## config.mk

```make
export PLATFORM = sky130hd
export DESIGN_NAME = rtc_hms_counter
export DESIGN_NICKNAME = d
export VERILOG_FILES = /design/src/rtl/rtc_pkg.sv /design/src/rtl/bcd_mod_counter.sv /design/src/rtl/rtc_hms_counter.sv
export SDC_FILE = /design/constraint.sdc
export NUM_CORES = 1
export LEC_CHECK = 0
export ABC_AREA = 1
export CORE_UTILIZATION = 40
export CTS_BUF_LIST = sky130_fd_sc_hd__clkbuf_4 sky130_fd_sc_hd__clkbuf_8
export CTS_CLUSTER_SIZE = 28
export DETAILED_ROUTE_END_ITERATION = 10
export GPL_ROUTABILITY_DRIVEN = 0
export PLACE_DENSITY = 0.65
export SLEW_MARGIN = 20
export SYNTH_ARGS = -nofsm -noshare
export SYNTH_HDL_FRONTEND = slang
export SYNTH_SLANG_ARGS = --single-unit
```

## constraint.sdc

```tcl
create_clock -name clk_100m -period 4.6 [get_ports clk_100m]
set_input_delay 1.15 -clock clk_100m [delete_from_list [all_inputs] [get_ports clk_100m]]
set_output_delay 1.15 -clock clk_100m [all_outputs]
set_load 0.01 [all_outputs]
```

## src/rtl/rtc_pkg.sv

```systemverilog
// rtl/rtc_pkg.sv - shared constants, FSM state type and BCD check for the time-of-day counter
package rtc_pkg;

  localparam logic [7:0] SEC_MAX = 8'h59;
  localparam logic [7:0] MIN_MAX = 8'h59;
  localparam logic [7:0] HR_MAX  = 8'h23;

  typedef enum logic {
    S_RUN  = 1'b0,
    S_LOAD = 1'b1
  } state_t;

  // For well-formed BCD, numeric ordering matches decimal ordering, so a plain compare bounds the value.
  function automatic logic bcd_valid(input logic [7:0] v, input logic [7:0] max_bcd);
    return (v[7:4] <= 4'd9) && (v[3:0] <= 4'd9) && (v <= max_bcd);
  endfunction

endpackage

```

## src/rtl/bcd_mod_counter.sv

```systemverilog
// rtl/bcd_mod_counter.sv - two-digit BCD counter that wraps at MAX_BCD and flags the wrap combinationally
module bcd_mod_counter #(
  parameter logic [7:0] MAX_BCD = 8'h59
) (
  input  logic       clk_100m,
  input  logic       rst,
  input  logic       inc,
  input  logic       load,
  input  logic [7:0] load_val,
  output logic [7:0] value,
  output logic       wrap
);

  logic [7:0] value_q, value_d;

  // Combinational wrap lets the next digit pair advance on the same edge.
  assign wrap  = inc && !load && (value_q == MAX_BCD);
  assign value = value_q;

  always_comb begin
    value_d = value_q;
    if (load) begin
      value_d = load_val;
    end else if (inc) begin
      if (value_q == MAX_BCD) begin
        value_d = 8'h00;
      end else if (value_q[3:0] == 4'd9) begin
        value_d = {value_q[7:4] + 4'd1, 4'd0};
      end else begin
        value_d = {value_q[7:4], value_q[3:0] + 4'd1};
      end
    end
  end

  always_ff @(posedge clk_100m or posedge rst) begin
    if (rst) begin
      value_q <= 8'h00;
    end else begin
      value_q <= value_d;
    end
  end

endmodule

```

## src/rtl/rtc_hms_counter.sv

```systemverilog
// rtl/rtc_hms_counter.sv - BCD hh:mm:ss time-of-day counter with 1 Hz enable prescaler and load port
module rtc_hms_counter
  import rtc_pkg::*;
#(
  parameter int TICK_DIV = 100_000_000
) (
  input  logic       clk_100m,
  input  logic       rst,
  input  logic       run,
  input  logic       set_valid,
  input  logic [7:0] set_hh,
  input  logic [7:0] set_mm,
  input  logic [7:0] set_ss,
  output logic       set_ready,
  output logic       set_err,
  output logic       tick_1hz,
  output logic [7:0] hh,
  output logic [7:0] mm,
  output logic [7:0] ss,
  output logic       carry_day
);

  localparam int PW = $clog2(TICK_DIV);
  localparam logic [PW-1:0] PRE_LAST = PW'(TICK_DIV - 1);

  state_t        state_q, state_d;
  logic [PW-1:0] pre_q, pre_d;
  logic          tick_q, tick_d;
  logic          err_q, err_d;
  logic          carry_q, carry_d;

  logic accept, fields_ok, load_ok, counting, sec_inc;
  logic sec_wrap, min_wrap, hr_wrap;

  assign accept    = set_valid && set_ready;
  assign fields_ok = bcd_valid(set_ss, SEC_MAX) && bcd_valid(set_mm, MIN_MAX) &&
                     bcd_valid(set_hh, HR_MAX);
  assign load_ok   = accept && fields_ok;
  assign counting  = run && (state_q == S_RUN);
  // Any accepted load, valid or not, swallows a coincident second advance.
  assign sec_inc   = counting && (pre_q == PRE_LAST) && !accept;

  always_ff @(posedge clk_100m or posedge rst) begin
    if (rst) begin
      state_q <= S_RUN;
    end else begin
      state_q <= state_d;
    end
  end

  always_comb begin
    state_d = state_q;
    case (state_q)
      S_RUN:   if (accept) state_d = S_LOAD;
      S_LOAD:  state_d = S_RUN;
      default: state_d = S_RUN;
    endcase
  end

  always_comb begin
    set_ready = (state_q == S_RUN);
  end

  always_comb begin
    pre_d = pre_q;
    if (load_ok) begin
      pre_d = '0;
    end else if (counting && !accept) begin
      pre_d = (pre_q == PRE_LAST) ? '0 : pre_q + PW'(1);
    end
    tick_d  = sec_inc;
    err_d   = accept && !fields_ok;
    carry_d = hr_wrap;
  end

  always_ff @(posedge clk_100m or posedge rst) begin
    if (rst) begin
      pre_q   <= '0;
      tick_q  <= 1'b0;
      err_q   <= 1'b0;
      carry_q <= 1'b0;
    end else begin
      pre_q   <= pre_d;
      tick_q  <= tick_d;
      err_q   <= err_d;
      carry_q <= carry_d;
    end
  end

  assign tick_1hz  = tick_q;
  assign set_err   = err_q;
  assign carry_day = carry_q;

  bcd_mod_counter #(.MAX_BCD(SEC_MAX)) u_sec (
    .clk_100m (clk_100m),
    .rst      (rst),
    .inc      (sec_inc),
    .load     (load_ok),
    .load_val (set_ss),
    .value    (ss),
    .wrap     (sec_wrap)
  );

  bcd_mod_counter #(.MAX_BCD(MIN_MAX)) u_min (
    .clk_100m (clk_100m),
    .rst      (rst),
    .inc      (sec_wrap),
    .load     (load_ok),
    .load_val (set_mm),
    .value    (mm),
    .wrap     (min_wrap)
  );

  bcd_mod_counter #(.MAX_BCD(HR_MAX)) u_hr (
    .clk_100m (clk_100m),
    .rst      (rst),
    .inc      (min_wrap),
    .load     (load_ok),
    .load_val (set_hh),
    .value    (hh),
    .wrap     (hr_wrap)
  );

endmodule

```

==> impl_metrics.json, run 1 <==
{
  "met2WireLength_um": 4640,
  "numCtsBuffers": 5,
  "final.setup_skew_ns": 0.0116,
  "cts_tree": "done",
  "synth_async_sr_flop_share_pct": 100,
  "slowest_stage_cell_on_the_critical_path": "sky130_fd_sc_hd__clkdlybuf4s50_1",
  "worstPathCellList": "clkdlybuf4s50_1 > o21ai_0 > o21ai_0 > nor2_2 > nand3_4 > nand2_2 > inv_2 > o21ai_0 > nor2_1",
  "detail_route.wirelength_um": 9750,
  "wl_met1_um": 4490,
  "layout.filler_cells": 920,
  "setup_violations": 0,
  "cp_data_required_time_ns": 4.81,
  "finish.net_count": 634,
  "synth_area_in_simple_gates_pct": 36.7,
  "period_share_pct": 69.0,
  "synth_xor_area_share_pct": 4.17,
  "drt_pre_antenna_iters": 5,
  "crit-reg2reg-launch": "pre_q[0]",
  "cellPowerDensity_nw_per_um2": 235,
  "grt_pass1_wl_um": 16600,
  "clkLatencyLatePin_ns": 0.32,
  "syn_avg_cell_area_sq_um": 7.02,
  "slew_violations": 0,
  "grt_start_max_net_pins": 47,
  "post_cts_resized": 0,
  "grt_usage_pct": 21.1,
  "syn-cell-area_sq_um": 3780,
  "cts.clk_slew.worst_paths_ns": 0.10,
  "x_dimension_of_the_die_um": 99.2,
  "post_cts_hold_buffer_count": 0,
  "critical_path.top_delay_family": "simple AND/OR/NAND/NOR gates",
  "cpMostUsedCell": "sky130_fd_sc_hd__o21ai_0",
  "timing_worst_setup_path_type": "in2reg",
  "warnings_synthesis": 0,
  "startpoint": "set_mm[1]",
  "grt_setup_unrepaired": "false",
  "route.detailed.vias_per_inst": 5.19,
  "number_of_global_route_vias_before_repair": 3502,
  "drive_gt1_share_pct": 6.90,
  "initialDrtViolationCount": 228,
  "max-vdd-ir-drop_mv": 0.149,
  "min_path_type": "reg2reg",
  "grt_antenna_before_repair": 0,
  "fp.coreArea_sq_um": 9200,
  "timing.hold.worst_path_depth": 1,
  "layout.cells.most_common_list": "152 x sky130_fd_sc_hd__nand2_1, 60 x sky130_fd_sc_hd__inv_1, 57 x sky130_fd_sc_hd__nor2_1",
  "max_cap_violations": 0,
  "cts_max_path_buffers": 2,
  "complex_gate_fraction_of_the_synthesized_area_pct": 10.7,
  "slew_of_the_pin_with_the_lowest_slew_margin_ns": 0.795,
  "placementRows": 35,
  "timing.critical_path.buf_inv": 2,
  "finalSetupTns_ns": 0,
  "detailed_place.area_sq_um": 4440,
  "path_max_fanout": 24,
  "layout.area.seq_sq_um": 1380,
  "synthDominantCellAreaShare_pct": 36.4,
  "initial_utilization_pct": 41.1,
  "synth.yosys.seq_area_share_pct": 36.4,
  "postLayoutCoreUtil_pct": 49.5,
  "least_setup_slack_across_all_paths_after_layout_ns": 1.42,
  "final-hold-violation-count": 0,
  "timing.hold.ws_ns": 0.521,
  "io_pins": 56,
  "die_h_um": 99.2,
  "fp.dieArea_sq_um": 9850,
  "post_synth_inst_count": 539,
  "dr.max_layer_used": "met4",
  "top_reg_cell_synth": "sky130_fd_sc_hd__dfrtp_1",
  "synth_seq_cells": 55,
  "met3RoutedLength_um": 484,
  "num_vias": 3656,
  "place_ws_ns": 1.08,
  "leakagePower_nw": 2.04,
  "drcViolationCount": 0,
  "mostFrequentLayoutCell": "sky130_fd_sc_hd__nand2_1",
  "number_of_diodes_added_for_antenna_fixing": 0,
  "route.antenna.remaining_nets": 0,
  "maxSlewHeadroom_pct": 47.0,
  "fmaxAchievable_ghz": 0.315,
  "h-tree-depth": 2,
  "timing.hold.worst.start": "state_q",
  "synth-adder-area-share_pct": 4.30,
  "cts_post_setup_buffers_inserted": 0,
  "combinational_family_with_the_most_area_after_synthesis": "simple AND/OR/NAND/NOR gates",
  "synth.mux.area_fraction_pct": 0,
  "dp.final_hpwl_um": 7440,
  "numPortBuffers": 55,
  "status": "finished, final reports clean",
  "postSynthNetCount": 580,
  "arrival_ns": 3.39,
  "yosys.area.top_type": "sky130_fd_sc_hd__dfrtp_1",
  "yosys.cell_types.count": 36,
  "synth-edff-count": 0,
  "clockRootBuffer": "sky130_fd_sc_hd__clkbuf_8",
  "path_depth": 9,
  "grt-ovfl-total": 0,
  "timing.final.crit_period_ns": 3.18,
  "multiInputGateArea_sq_um": 2110,
  "netlist_top_cells_area": "sky130_fd_sc_hd__dfrtp_1 36%, sky130_fd_sc_hd__nand2_1 15%, sky130_fd_sc_hd__nand3_1 6.1%",
  "postLayoutCellArea_sq_um": 4550,
  "ff2ff_path_depth": 8,
  "clock-sinks": 55,
  "startpoint_type_of_the_worst_setup_path": "input port",
  "worstSetupEndpointType": "flop",
  "crit_path_max_incr_delay_ns": 0.43,
  "area_overhead_of_the_layout_relative_to_synthesis_pct": 20.2,
  "wl_per_cell_um": 13.8
}
[path summary, 6_finish.rpt]
kind / end / slack [ns]
min in group asynchronous: u_min.value[6] / 1.28
worst max-delay path: pre_q[4] / 1.42
max in group asynchronous: pre_q[24] / 2.70
worst max register to register: pre_q[13] / 2.29
worst min-delay path: state_q / 0.52
worst min register to register: state_q / 0.52
[cells by family after synthesis]
kind of cell,Yosys count
simple gates,309
buf+inv,76
compound gates,68
flops,55
xor+xnor,18
fa+ha+maj,13
[worst reg2reg max path, delay by kind of cell, from the launching register on]
| family | cells | cell delay (ns) |
|---|---|---|
| simple gates | 5 | 1.21 |
| fa+ha+maj | 1 | 0.36 |
| flops | 1 | 0.42 |
| compound gates | 1 | 0.11 |
| buf+inv | 1 | 0.08 |
[state kept, by name, indices dropped and copies added, names as in the netlist]
name,flops
pre_q,27
u_hr.value,8
u_min.value,8
u_sec.value,8
carry_day,1
set_err,1
state_q,1
tick_1hz,1
[final cells by class]
type	count	share of cell area [%]
multi-input cells	408	46.4
flip-flops and latches	55	30.3
repair buffers	58	12.6
inverters	65	5.39
well taps	111	3.05
clock buffers	7	2.12
clock inverters	1	0.165
[synthesized netlist by cell type, types with 3 or more instances]
cell type and n:
sky130_fd_sc_hd__nand2_4 3, sky130_fd_sc_hd__buf_2 7, sky130_fd_sc_hd__nand3_1 46, sky130_fd_sc_hd__dfrtp_1 55, sky130_fd_sc_hd__o211ai_1 3, sky130_fd_sc_hd__o21ai_2 5, sky130_fd_sc_hd__a21oi_1 7, sky130_fd_sc_hd__inv_1 61
sky130_fd_sc_hd__nand2_1 152, sky130_fd_sc_hd__inv_2 4, sky130_fd_sc_hd__nand2_2 4, sky130_fd_sc_hd__nor3_1 13, sky130_fd_sc_hd__xnor2_1 9, sky130_fd_sc_hd__or2_2 3, sky130_fd_sc_hd__nand4_1 21, sky130_fd_sc_hd__ha_1 13
sky130_fd_sc_hd__o21ai_0 33, sky130_fd_sc_hd__o21ai_1 13, sky130_fd_sc_hd__xor2_1 9, sky130_fd_sc_hd__nor2_1 57
[routing by layer]
metal / up-vias / global-route usage (%)
li1: 1852 / -
met4: 0 / 6.11
met2: 116 / 35.7
met1: 1677 / 28.2
met3: 11 / 2.81
met5: - / 0
[per-stage QoR]
| step | std cells | power (mW) |
|---|---|---|
| 6_report | 705 | 1.07 |
| 3_3_place_gp | 697 | 0.772 |
| 4_1_cts | 705 | 1.08 |
| 3_5_place_dp | 697 | 0.777 |
| 5_1_grt | 705 | 1.13 |
| 2_1_floorplan | 539 | 0.691 |
[power by group]
group | switching, mW | leakage, nW | internal [mW]
Sequential | 0.0520 | 0.711 | 0.523
Combinational | 0.115 | 1.27 | 0.0801
Clock | 0.163 | 0.0505 | 0.137
Total | 0.329 | 2.04 | 0.741
No activity file was read; power rests on OpenSTA's default activity.
==> run 2: changes to the inputs <==
==> constraint.sdc (replaced) <==
create_clock -name clk_100m -period 3.1 [get_ports clk_100m]
set_input_delay 0.775 -clock clk_100m [delete_from_list [all_inputs] [get_ports clk_100m]]
set_output_delay 0.775 -clock clk_100m [all_outputs]
set_load 0.01 [all_outputs]
==> run 2 against run 1 <==
Power grew 49%. Clock power up 49%. Via count rose by 2.5%. Core utilization increased by 0.67 points. Sequential share of layout area is 0.40 points lower. Die area unchanged. Worst setup slack got worse by 0.98 ns. Critical endpoint unchanged. Largest cell class unchanged. Largest power group unchanged.
==> impl_metrics.json, run 2 (same netlist as run 1, synthesis figures left out) <==
{
  "initial_utilization_pct": 41.1,
  "largest_register": "pre_q",
  "arrival_ns": 2.87,
  "slew_violations": 0,
  "cts.clk_slew.worst_paths_ns": 0.11,
  "sequentialPowerShare_pct": 53.5,
  "worstSetupEndpointType": "flop",
  "cellPowerDensity_nw_per_um2": 347,
  "max-vdd-ir-drop_mv": 0.181,
  "x_dimension_of_the_die_um": 99.2,
  "min_path_type": "reg2reg",
  "least_setup_slack_across_all_paths_after_layout_ns": 0.445,
  "path_max_fanout": 24,
  "pwr-share-clk_pct": 28.0,
  "fp.coreArea_sq_um": 9200,
  "cts_post_setup_buffers_inserted": 0,
  "numPortBuffers": 55,
  "layout.cells.most_common_list": "152 x sky130_fd_sc_hd__nand2_1, 60 x sky130_fd_sc_hd__inv_1, 57 x sky130_fd_sc_hd__nor2_1",
  "initialDrtViolationCount": 165,
  "mostFrequentLayoutCell": "sky130_fd_sc_hd__nand2_1",
  "fmaxAchievable_ghz": 0.377,
  "die_h_um": 99.2,
  "grt_antenna_before_repair": 0,
  "wl_per_cell_um": 14.1,
  "slew_of_the_pin_with_the_lowest_slew_margin_ns": 0.507,
  "grt_setup_unrepaired": "false",
  "grt-ovfl-total": 0,
  "placementRows": 35,
  "final-hold-violation-count": 0,
  "p_sw_mw": 0.494,
  "max_cap_violations": 0,
  "startpoint_type_of_the_worst_setup_path": "input port",
  "post-place-cells": 702,
  "h-tree-depth": 2,
  "maxSlewHeadroom_pct": 66.2,
  "area_overhead_of_the_layout_relative_to_synthesis_pct": 21.9,
  "fp.dieArea_sq_um": 9850,
  "finalSetupTns_ns": 0,
  "power.switching_fraction_pct": 30.9,
  "largest_reg_flops": 27,
  "status": "finished, final reports clean",
  "cts_max_path_buffers": 2,
  "final.setup_skew_ns": 0.0125,
  "route.antenna.remaining_nets": 0,
  "number_of_global_route_vias_before_repair": 3601,
  "post_cts_resized": 0,
  "drt_pre_antenna_iters": 4,
  "fin_cells": 710,
  "num_vias": 3749,
  "pint_mw": 1.11,
  "drive_gt1_share_pct": 7.68,
  "post_cts_hold_buffer_count": 0,
  "clkLatencyLatePin_ns": 0.32,
  "grt_usage_pct": 21.8,
  "grt_start_max_net_pins": 34,
  "cts_tree": "done",
  "drcViolationCount": 0,
  "leakagePower_nw": 2.07,
  "number_of_diodes_added_for_antenna_fixing": 0,
  "clockRootBuffer": "sky130_fd_sc_hd__clkbuf_8",
  "detailed_place.area_sq_um": 4510,
  "route.detailed.vias_per_inst": 5.28,
  "cp_data_required_time_ns": 3.32,
  "place_ws_ns": 0.0729,
  "setup_violations": 0,
  "finish.net_count": 639,
  "postLayoutCellArea_sq_um": 4610,
  "dp.final_hpwl_um": 7700,
  "timing_worst_setup_path_type": "in2reg",
  "timing.final.crit_period_ns": 2.65,
  "postLayoutCoreUtil_pct": 50.1,
  "detail_route.wirelength_um": 10000,
  "grt_pass1_wl_um": 17200,
  "io_pins": 56,
  "period_share_pct": 85.6,
  "clock-sinks": 55,
  "numCtsBuffers": 5,
  "share_comb_of_total_power_pct": 18.5
}
-- run 2: changes by cell type in the layout (fill, tap and decap cells not counted), sizes merged --
cell    before  now
clkinv       1    0
buf          3    8
inv         64   65
-- run 2: worst max-delay path, cell delays in order --
cell	delay [ns]
sky130_fd_sc_hd__clkdlybuf4s50_1	0.43
sky130_fd_sc_hd__o21ai_0	0.36
sky130_fd_sc_hd__o21ai_0	0.19
sky130_fd_sc_hd__nor2_2	0.21
sky130_fd_sc_hd__nand3_4	0.23
sky130_fd_sc_hd__nand2_2	0.22
sky130_fd_sc_hd__inv_2	0.20
sky130_fd_sc_hd__o21ai_0	0.20
sky130_fd_sc_hd__nor2_1	0.06
-- run 2: area by class of cell --
cell class	instances	area, sq um
multi-input cells	408	2110
fillers	924	4590
clock buffers	7	96.3
repair buffers	63	636
flip-flops and latches	55	1380
well taps	111	139
inverters	65	244
clock inverters	1	7.51
-- run 2: path summary, 6_finish.rpt --
check | startpoint | end | slack, ns | cells past startpoint
worst max-delay path | set_mm[1] | pre_q[4] | 0.45 | 9
worst min register to register | state_q | state_q | 0.51 | 1
worst min-delay path | state_q | state_q | 0.51 | 1
worst max register to register | pre_q[0] | pre_q[13] | 0.83 | 8
max in group asynchronous | rst | pre_q[3] | 1.74 | 3
min in group asynchronous | rst | pre_q[15] | 0.81 | 2
-- run 2: metal layers --
metal	track usage, %	vias to the layer above	share of wire [%]
met5	0	-	0
met4	8.71	0	2.8
met3	2.88	25	4.7
met2	36.8	120	48
met1	28.3	1739	45
li1	-	1865	-
-- run 2: power by group through the flow --
| stage | combinational, mW | clock [mW] | sequential [mW] |
|---|---|---|---|
| finish | 0.296 | 0.448 | 0.856 |
| global route | 0.337 | 0.482 | 0.867 |
| CTS | 0.297 | 0.460 | 0.853 |
| detailed placement | 0.295 | 0 | 0.867 |
| global placement | 0.290 | 0 | 0.866 |
| floorplan | 0.176 | 0 | 0.850 |
-- run 2: metrics by stage --
stage	hold slack [ns]	power (mW)
after CTS	0.508	1.61
after global routing	0.542	1.69
after detailed placement	0.482	1.16
final	0.508	1.60
after global placement	0.492	1.16
after floorplan	0.454	1.03
